### config.mk
export PLATFORM = sky130hd
export DESIGN_NAME = serial_subtractor
export DESIGN_NICKNAME = d
export VERILOG_FILES = /design/src/rtl/serial_subtractor.sv
export SDC_FILE = /design/constraint.sdc
export NUM_CORES = 1
export LEC_CHECK = 0
export ABC_AREA = 1
export BUFFER_PORTS_ARGS = -buffer_cell sky130_fd_sc_hd__buf_2
export CAP_MARGIN = 20
export CORE_MARGIN = 2
export CORE_UTILIZATION = 40
export DETAILED_ROUTE_END_ITERATION = 10
export PLACE_DENSITY = 0.68
export SYNTH_ARGS = -nofsm -noshare
export SYNTH_HDL_FRONTEND = slang
export SYNTH_SLANG_ARGS = --single-unit
### constraint.sdc
create_clock -name clk -period 1.5 [get_ports clk]
set_input_delay 0 -clock clk [delete_from_list [all_inputs] [get_ports clk]]
set_output_delay 0 -clock clk [all_outputs]
set_load 0.05 [all_outputs]
### src/rtl/serial_subtractor.sv
// Bit-serial unsigned subtractor (diff = minuend - subtrahend), LSB first, valid/ready on both sides.
// Define SERIAL_SUB_SAT_EN to clamp diff to zero when the final borrow is set.
module serial_subtractor #(
   parameter int WIDTH = 8
) (
   input  logic             clk,
   input  logic             rst,
   input  logic             in_valid,
   output logic             in_ready,
   input  logic [WIDTH-1:0] minuend,
   input  logic [WIDTH-1:0] subtrahend,
   output logic             out_valid,
   input  logic             out_ready,
   output logic [WIDTH-1:0] diff,
   output logic             borrow,
   output logic             busy
);

   localparam int CW = $clog2(WIDTH + 1);

   localparam logic [1:0] IDLE = 2'd0;
   localparam logic [1:0] RUN  = 2'd1;
   localparam logic [1:0] DONE = 2'd2;

   logic [1:0]       state;
   logic [WIDTH-1:0] a_sr;
   logic [WIDTH-1:0] b_sr;
   logic [WIDTH-1:0] diff_r;
   logic             br;
   logic [CW-1:0]    cnt;

   logic             ai;
   logic             bi;
   logic             d;
   logic             br_nxt;
   logic             last;
   logic [WIDTH-1:0] diff_nxt;

   // Single full-subtractor cell fed by the operand LSBs and the registered borrow.
   always_comb begin
      ai       = a_sr[0];
      bi       = b_sr[0];
      d        = ai ^ bi ^ br;
      br_nxt   = (~ai & bi) | (~(ai ^ bi) & br);
      last     = (cnt == CW'(WIDTH - 1));
      diff_nxt = {d, diff_r[WIDTH-1:1]};
`ifdef SERIAL_SUB_SAT_EN
      // Saturation applied on the final bit so diff is already clamped when DONE is entered.
      if (last && br_nxt) begin
         diff_nxt = '0;
      end
`endif
   end

   always_ff @(posedge clk or posedge rst) begin
      if (rst) begin
         state  <= IDLE;
         a_sr   <= '0;
         b_sr   <= '0;
         diff_r <= '0;
         br     <= 1'b0;
         cnt    <= '0;
      end else begin
         case (state)
            IDLE: begin
               if (in_valid) begin
                  a_sr  <= minuend;
                  b_sr  <= subtrahend;
                  br    <= 1'b0;
                  cnt   <= '0;
                  state <= RUN;
               end
            end
            RUN: begin
               a_sr   <= {1'b0, a_sr[WIDTH-1:1]};
               b_sr   <= {1'b0, b_sr[WIDTH-1:1]};
               br     <= br_nxt;
               diff_r <= diff_nxt;
               cnt    <= cnt + CW'(1);
               if (last) begin
                  state <= DONE;
               end
            end
            DONE: begin
               if (out_ready) begin
                  state <= IDLE;
               end
            end
            default: state <= IDLE;
         endcase
      end
   end

   always_comb begin
      in_ready  = (state == IDLE) && !rst;
      out_valid = (state == DONE);
      busy      = (state == RUN);
      diff      = diff_r;
      borrow    = br;
   end

endmodule

==> metrics.txt, run 1 <==
wire length per cell 11.8 um; Max Clock Skew 0.00857 ns; crit path cell chain inv_1 -> nand2_2 -> clkinv_2 -> buf_4; placed cell areas 1630 sq um; # rows 21; routability cong. 0.729; die height 63.5 um; Reg2Reg Depth 5; CTS sink count 31; Synth top cells by count 53 x nand3_1, 47 x nand2_1, 31 x dfrtp_1; layout cells sized above 1 0.202; fin area 1850 sq um; Synth Area per Inst 8.52 sq um; Yosys warnings 0; worst reg2reg setup slack 0.23 ns; max_slew headroom 0.735; peak supply drop 0.627 mV; worst slack, placed 0.253 ns; diode count 0; worst flop-to-flop path endpoint b_sr[2]; port bufs 31; top cell type's share of synthesized area 0.549; # fillers 330; post-synthesis register bit count 31; CP Class reg -> out; largest net degree at the start of global routing 32; DR pass1 iterations 4; Register Area 776 sq um; number of global-route vias before repair 1,259; Synth area leader dfrtp_1; Max Fclk 730 MHz; Reg clk slew, reported paths 0.09 ns; initial antenna violation count 0; final worst setup slack 0.131 ns; Clock Tree Buf Depth 2; H-tree levels 2; number of synthesized flops with an enable pin 0; Cells on Worst Hold Path 3; Yosys cell types 18; final setup vio count 0; min Tclk post-route 1.37 ns; max-slew violations 0; reg2reg start state[1]; Vias/cell 4.80; run status finished, final reports clean; clock root buffer clkbuf_4; async set or reset register ratio after synthesis 1.00; Syn Inst Count 166; CP endpoint kind output pin; Synthesized Nets 188; remaining global-route overflow 0; critical path required time 1.50 ns; Total GRT Usage 0.172; WHS Endpoint b_sr[6]; Most used DFF post-synth dfrtp_1; Slowest-stage cell, CP dfrtp_1; Sum Neg Setup Slack 0 ns; die footprint 4030 sq um; setup bufs post-CTS 0; Lkg Pwr 0.957 nW; Worst setup SP type flop; fin nets 241; Post-Syn Area 1410 sq um; cell family with most CP delay buffers and inverters; count leader, synth nand3_1; Final Hold Vio Count 0; P per Cell Area 1910 nW/um^2; RSZ-0062 raised after global routing no; Final HPWL DP 2.01 mm; minimum hold slack 0.0840 ns; Critical Path AT 1.37 ns; multi-input logic area 546 sq um; period utilization 0.913; Hold Path Origin in_valid; Seq/Total Area, Yosys 0.549; Buf+Inv Stages, Crit Path 3; Die X-Extent 63.5 um; global-route wire length before repair 5.40 mm; Routed Antenna Nets 0; DRC 0; CTS tree done; Routed WL 3.11 mm; initial drt markers 89; CTS buffer count 5; # IOs 32; Hold Crit Class in -> reg; Worst Tran Pin Value 0.397 ns; Core Area 3360 sq um; Max stage delay on crit path 0.39 ns; initial core utilization 0.420; area growth from synthesis to layout 31.2%; top cells by area, synth dfrtp_1 55%, nand3_1 19%, nand2_1 12%; clk_lat worst skew 0.33 ns; Power Total 3.55 mW; crit path max fanout 14; vias post-DR 1,267; max-cap violation count 0
## per-layer routing
metal	wire length (um)	share of wire	track usage	up-vias
met5	0	0	0	-
met4	24	0.0077	0.0815	0
met3	141	0.045	0.0446	3
met2	1420	0.46	0.270	29
met1	1520	0.49	0.222	585
li1	-	-	-	650
## layout by cell type, fill, tap and decap left out, drive strengths merged
cell type	netlist	layout
nand3	53	53
nand2	48	48
buf	8	37
dfrtp	31	31
dlygate4sd3	0	18
inv	10	9
o21ai	6	6
clkbuf	1	6
nor2	4	4
clkinv	0	1
nand4	1	1
nor3	1	1
xnor2	1	1
fa	1	1
ha	1	1
## state kept, by name, summed over array words and instances (netlist names)
signal	count
diff	8
borrow	1
state	2
cnt	4
a_sr	8
b_sr	8
## kinds of logic after synthesis
logic type,after synthesis,synth area share
xor gates and xnor gates,1,0.00620
and+or+nand+nor,107,0.335
buffers and inverters,19,0.0655
DFF,31,0.549
adders and majority gates,2,0.0230
AOI/OAI and AO/OA,6,0.0212
## timing repair
action	CTS	global route
endpoints found under the hold margin	48	0
hold buffers	18	0
pin swaps	0	0
endpoints found under the setup margin	1	1
gates resized for setup	1	1
## worst register-to-register path, delay by kind of cell, from the launching register on
kind | cells | cell delay, ns
buffers and inverters | 2 | 0.38
flip-flops | 1 | 0.42
AND/OR/NAND/NOR | 3 | 0.36
## cell type report
class                      count  share of cell area
sequential                    31               0.418
multi-input combinational    116               0.294
timing repair buffer          55               0.213
tap                           46              0.0310
clock buffer                   6              0.0223
inverter                      10              0.0209
## worst max path at each step
| stage | from | end | slack [ns] | cells past startpoint |
|---|---|---|---|---|
| 5_1_grt | state[1] | busy | 0.03 | 4 |
| 6_report | state[1] | busy | 0.13 | 4 |
| 2_1_floorplan | state[0] | in_ready | 0.00004 | 1 |
| 4_1_cts | state[1] | busy | 0.06 | 4 |
| 3_5_place_dp | state[1] | b_sr[2] | 0.25 | 5 |
| 3_3_place_gp | state[1] | a_sr[0] | 0.30 | 5 |
## power breakdown
group / switching [mW] / leakage (nW) / internal (mW)
clock: 0.266 / 0.0242 / 0.166
sequential: 0.236 / 0.397 / 1.18
combinational: 1.15 / 0.535 / 0.550
## per-stage QoR
step            util  cells
5_1_grt        0.551    264
2_1_floorplan      -    166
3_5_place_dp   0.484    240
4_1_cts        0.551    264
6_report       0.551    264
3_3_place_gp   0.484    240
Note: power is estimated with default switching activity, not from simulation.
==> inputs of run 2 (changes only) <==
--- a/config.mk
+++ b/config.mk
@@ -12,6 +12,7 @@
 export CORE_UTILIZATION = 40
 export DETAILED_ROUTE_END_ITERATION = 10
 export PLACE_DENSITY = 0.68
+export RECOVER_POWER = 100
 export SYNTH_ARGS = -nofsm -noshare
 export SYNTH_HDL_FRONTEND = slang
 export SYNTH_SLANG_ARGS = --single-unit
==> run 2 against run 1 <==
Compared with the run above:
- die area unchanged
- clock power barely moved
- setup slack improved by 0.0073 ns
- critical path type unchanged
- critical endpoint unchanged
- largest power group unchanged
- highest routed layer unchanged
==> metrics.txt, run 2 (same netlist as run 1, synthesis figures left out) <==
Worst setup SP type flop (unchanged); Die X-Extent 63.5 um (unchanged); global-route wire length before repair 5.40 mm (unchanged); Worst Tran Pin Value 0.769 ns (was 0.397 ns); initial drt markers 86 (was 89); Hold Crit Class in -> reg (unchanged); CTS tree done (unchanged); worst reg2reg setup slack 0.22 ns (was 0.23 ns); CTS buffer count 5 (unchanged); vias post-DR 1,271 (was 1,267); Cells on Worst Hold Path 3 (unchanged); Routed Antenna Nets 0 (unchanged); Final Hold Vio Count 0 (unchanged); die footprint 4030 sq um (unchanged); max_slew headroom 0.487 (was 0.735); reg2reg start state[1] (unchanged); CTS sink count 31 (unchanged); DR pass1 iterations 4 (unchanged); # fillers 339 (was 330); H-tree levels 2 (unchanged); port bufs 31 (unchanged); # rows 21 (unchanged); initial core utilization 0.420 (unchanged); period utilization 0.908 (was 0.913); Lkg Pwr 0.921 nW (was 0.957 nW); max-cap violation count 0 (unchanged); final core utilization 0.546 (was 0.551); Sum Neg Setup Slack 0 ns (unchanged); crit path cell chain inv_1 -> nand2_2 -> clkinv_2 -> buf_4 (unchanged); worst slack, placed 0.253 ns (unchanged); min Tclk post-route 1.36 ns (was 1.37 ns); peak supply drop 0.624 mV (was 0.627 mV); Vias/cell 4.81 (was 4.80); # placed instances 240 (unchanged); run status finished, final reports clean (unchanged); diode count 0 (unchanged); Buf+Inv Stages, Crit Path 3 (unchanged); commonest non-fill, non-tap cell in the layout nand3_1 (unchanged); DRC 0 (unchanged); final setup vio count 0 (unchanged); Clock Tree Buf Depth 2 (unchanged); crit path max fanout 14 (unchanged); routability cong. 0.729 (unchanged); RSZ-0062 raised after global routing no (unchanged); Layout Cells excl Fill 264 (unchanged); Final HPWL DP 2.01 mm (unchanged); area growth from synthesis to layout 29.9% (was 31.2%); CP Class reg -> out (unchanged); commonest non-fill, non-tap cells in the layout 53 x nand3_1, 47 x nand2_1, 31 x dfrtp_1 (unchanged); final worst setup slack 0.138 ns (was 0.131 ns); CP endpoint kind output pin (unchanged); max-slew violations 0 (unchanged); Max stage delay on crit path 0.39 ns (about the same); fin area 1840 sq um (was 1850 sq um); Routed WL 3.11 mm (about the same); Slowest-stage cell, CP dfrtp_1 (unchanged); Max Clock Skew 0.00859 ns (was 0.00857 ns); WHS Endpoint b_sr[6] (unchanged); Critical Path AT 1.36 ns (was 1.37 ns); critical path depth 4 (unchanged); # IOs 32 (unchanged); worst flop-to-flop path endpoint b_sr[2] (unchanged); fin nets 241 (unchanged); Max Fclk 734 MHz (was 730 MHz); cell family with most CP delay buffers and inverters (unchanged); Reg clk slew, reported paths 0.09 ns (about the same); Core Area 3360 sq um (unchanged); layout cells sized above 1 0.156 (was 0.202); Total GRT Usage 0.172 (unchanged); critical path required time 1.50 ns (about the same); clock root buffer clkbuf_4 (unchanged); remaining global-route overflow 0 (unchanged); P per Cell Area 1910 nW/um^2 (about the same); largest net degree at the start of global routing 32 (unchanged); wire length per cell 11.8 um (about the same); number of global-route vias before repair 1,259 (unchanged); die height 63.5 um (unchanged); clk_lat worst skew 0.33 ns (about the same); placed cell areas 1630 sq um (unchanged); Hold Path Origin in_valid (unchanged); initial antenna violation count 0 (unchanged); Reg2Reg Depth 5 (unchanged)
run 2: cell count changes in the layout (fill, tap and decap cells not counted), sizes merged:
cell,delta
buf,-14
clkbuf,+14
run 2: timing repair:
action	CTS	global route
setup endpoints to repair	1	1
resized for setup	1	1
endpoints found under the hold margin	48	0
buffers inserted	0	0
hold buffers	18	0
pin swaps	0	0
run 2: where the power goes:
part | leakage, nW | switching (mW) | total (mW) | internal [mW]
Combinational | 0.499 | 1.15 | 1.66 | 0.507
Clock | 0.0242 | 0.266 | 0.432 | 0.166
Sequential | 0.397 | 0.240 | 1.42 | 1.18
run 2: how the worst max path moves through the flow:
| stage | startpoint | to | slack (ns) |
|---|---|---|---|
| after floorplan | state[0] | in_ready | 0.00004 |
| after global placement | state[1] | a_sr[0] | 0.30 |
| after detailed placement | state[1] | b_sr[2] | 0.25 |
| after CTS | state[1] | busy | 0.06 |
| after global routing | state[1] | busy | 0.03 |
| final | state[1] | busy | 0.14 |
run 2: layout make-up:
| type | count | area, sq um | share of cell area |
|---|---|---|---|
| Clock buffer | 6 | 41.3 | 0.0225 |
| Timing Repair Buffer | 55 | 378 | 0.206 |
| Multi-Input combinational cell | 116 | 546 | 0.297 |
| Inverter | 10 | 38.8 | 0.0211 |
| Sequential cell | 31 | 776 | 0.422 |
| Tap cell | 46 | 57.6 | 0.0313 |
run 2: per-layer routing:
| layer | track usage | wire [um] | part of all wire | up-vias |
|---|---|---|---|---|
| met5 | 0 | 0 | 0 | - |
| met4 | 0.0815 | 24 | 0.0077 | 0 |
| met3 | 0.0446 | 153 | 0.049 | 3 |
| met2 | 0.270 | 1420 | 0.46 | 34 |
| met1 | 0.222 | 1510 | 0.49 | 583 |
| li1 | - | - | - | 651 |
run 2: per-stage QoR:
step	power (mW)	hold WS, ns
floorplan	2.69	0.104
global placement	3.07	0.111
detailed placement	3.11	0.112
CTS	3.59	0.0768
global route	3.82	0.0932
finish	3.51	0.0839
run 2: tightest hold or removal path: cells and delay by family:
kind	cells	cell delay, ns
AND/OR/NAND/NOR	2	0.18
buffers and inverters	1	0.19
==> inputs of run 3 (changes only) <==
--- a/config.mk
+++ b/config.mk
@@ -13,6 +13,7 @@
 export DETAILED_ROUTE_END_ITERATION = 10
 export PLACE_DENSITY = 0.68
 export RECOVER_POWER = 100
+export SETUP_SLACK_MARGIN = 0.5
 export SYNTH_ARGS = -nofsm -noshare
 export SYNTH_HDL_FRONTEND = slang
 export SYNTH_SLANG_ARGS = --single-unit
==> run 3 against run 2 <==
Compared with the run above:
- critical path depth is 3 higher
- combinational power is 40% higher
- cell area is 20% higher
- critical endpoint is now state[0]
- largest cell class unchanged
==> metrics.txt, run 3 (same netlist as run 1, synthesis figures left out) <==
crit path max fanout 7 (was 14); Worst Setup EP state[0] (was busy); fin nets 252 (was 241); min Tclk post-route 1.27 ns (was 1.36 ns); Reg2Reg Depth 7 (was 5); worst reg2reg setup slack 0.23 ns (was 0.22 ns); Hold Crit Class in -> reg (unchanged); Clock Tree Buf Depth 2 (unchanged); P per Cell Area 1950 nW/um^2 (was 1910 nW/um^2); CP endpoint kind flop (was output pin); logic gate share of total power 0.538 (was 0.472); clk_lat worst skew 0.32 ns (was 0.33 ns); area growth from synthesis to layout 56.5% (was 29.9%); initial antenna violation count 0 (unchanged); RSZ-0062 raised after global routing yes (was no); Switch Pwr 2.03 mW (was 1.65 mW); DRC 0 (unchanged); critical path required time 1.75 ns (was 1.50 ns); Max Fclk 787 MHz (was 734 MHz); wire length per cell 13.4 um (was 11.8 um); peak supply drop 0.773 mV (was 0.624 mV); Lkg Pwr 1.06 nW (was 0.921 nW); Vias/cell 5.09 (was 4.81); Sum Neg Setup Slack 0 ns (unchanged); vias post-DR 1,406 (was 1,271); Cells on Worst Hold Path 3 (unchanged); Worst Tran Pin Value 0.765 ns (was 0.769 ns); Final Hold Vio Count 0 (unchanged); clock power share 0.112 (was 0.123); port bufs 31 (unchanged); number of global-route vias before repair 1,340 (was 1,259); largest net degree at the start of global routing 32 (unchanged); Internal 2.28 mW (was 1.85 mW); # IOs 32 (unchanged); Die X-Extent 63.5 um (unchanged); Reg clk slew, reported paths 0.09 ns (about the same); layout cells sized above 1 0.339 (was 0.156); CTS buffer count 5 (unchanged); commonest non-fill, non-tap cells in the layout 38 x nand2_1, 37 x nand3_1, 29 x dfrtp_1 (was 53 x nand3_1, 47 x nand2_1, 31 x dfrtp_1); remaining global-route overflow 0 (unchanged); Worst setup SP type flop (unchanged); commonest non-fill, non-tap cell in the layout nand2_1 (was nand3_1); run status finished, final reports clean (unchanged); switching part of the total 0.471 (was 0.472); Routed WL 3.70 mm (was 3.11 mm); Max Clock Skew 0.00900 ns (was 0.00859 ns); Critical Path AT 1.52 ns (was 1.36 ns); diode count 0 (unchanged); Core Area 3360 sq um (unchanged); die footprint 4030 sq um (unchanged); period utilization 0.848 (was 0.908); reg2reg start state[1] (unchanged); clock root buffer clkbuf_4 (unchanged); worst flop-to-flop path endpoint state[0] (was b_sr[2]); die height 63.5 um (unchanged); worst slack, placed 0.168 ns (was 0.253 ns); # fillers 305 (was 339); # rows 21 (unchanged); crit path launch state[1] (unchanged); global-route wire length before repair 6.11 mm (was 5.40 mm); max_slew headroom 0.490 (was 0.487); final worst setup slack 0.229 ns (was 0.138 ns); initial core utilization 0.420 (unchanged); CP Class reg -> reg (was reg -> out); CTS sink count 31 (unchanged); DR pass1 iterations 4 (unchanged); final setup vio count 0 (unchanged); routability cong. 0.751 (was 0.729); Total GRT Usage 0.197 (was 0.172); Sequential Power Share 0.349 (was 0.405); max-slew violations 0 (unchanged); H-tree levels 2 (unchanged); max-cap violation count 0 (unchanged); Routed Antenna Nets 0 (unchanged); CTS tree done (unchanged); initial drt markers 86 (unchanged)
run 3: repair_timing:
action / in CTS / in global routing
buffers inserted: 6 / 3
hold endpoints to repair: 48 / 0
hold buffers: 18 / 0
pin swaps: 6 / 4
gates resized for setup: 32 / 26
cloned: 4 / 1
setup endpoints to repair: 35 / 41
run 3: area by class of cell:
type                       count  area [sq um]  area share
sequential                    31           778       0.352
clock inverter                 1          5.00     0.00226
multi-input combinational    118           752       0.340
timing repair buffer          62           495       0.224
tap                           46          57.6      0.0260
timing repair inverter         2          17.5     0.00792
inverter                      10          55.1      0.0249
clock buffer                   6          51.3      0.0232
run 3: power by group through the flow:
stage                     registers (mW)  logic, mW  clock network (mW)
final                               1.50       2.32               0.483
after floorplan                     1.81       1.13                   0
after detailed placement            1.48       1.72                   0
after global placement              1.46       1.67                   0
after global routing                1.55       2.49               0.542
after CTS                           1.49       2.31               0.497
run 3: critical path, cell delays in order, from the launching register on:
cell and delay, ns:
dfrtp_1 0.46, clkinv_4 0.13, nand2_8 0.12, inv_12 0.05, buf_12 0.13, nor2_1 0.18
inv_1 0.06, o21ai_0 0.06
run 3: metrics by stage:
step | utilization | std cells | area, sq um | hold WS (ns) | power (mW)
finish | 0.658 | 276 | 2210 | 0.208 | 4.30
detailed placement | 0.504 | 237 | 1700 | 0.125 | 3.20
CTS | 0.648 | 272 | 2180 | 0.159 | 4.30
floorplan | - | 166 | 1550 | 0.0955 | 2.95
global route | 0.658 | 276 | 2210 | 0.230 | 4.59
global placement | 0.504 | 237 | 1700 | 0.115 | 3.13
run 3: worst min-delay path by stage:
stage | startpoint | end | slack [ns]
2_1_floorplan | rst | a_sr[0] | 0.1
3_3_place_gp | rst | state[1] | 0.11
5_1_grt | in_valid | a_sr[3] | 0.23
4_1_cts | in_valid | a_sr[3] | 0.16
3_5_place_dp | rst | state[1] | 0.12
6_report | in_valid | a_sr[3] | 0.21
run 3: routing by layer:
layer	GRT usage	vias up	routed length, um
met2	0.345	33	2050
met1	0.241	685	1470
met4	0.0652	0	41
met3	0.0429	7	138
li1	-	681	-
met5	0	-	0
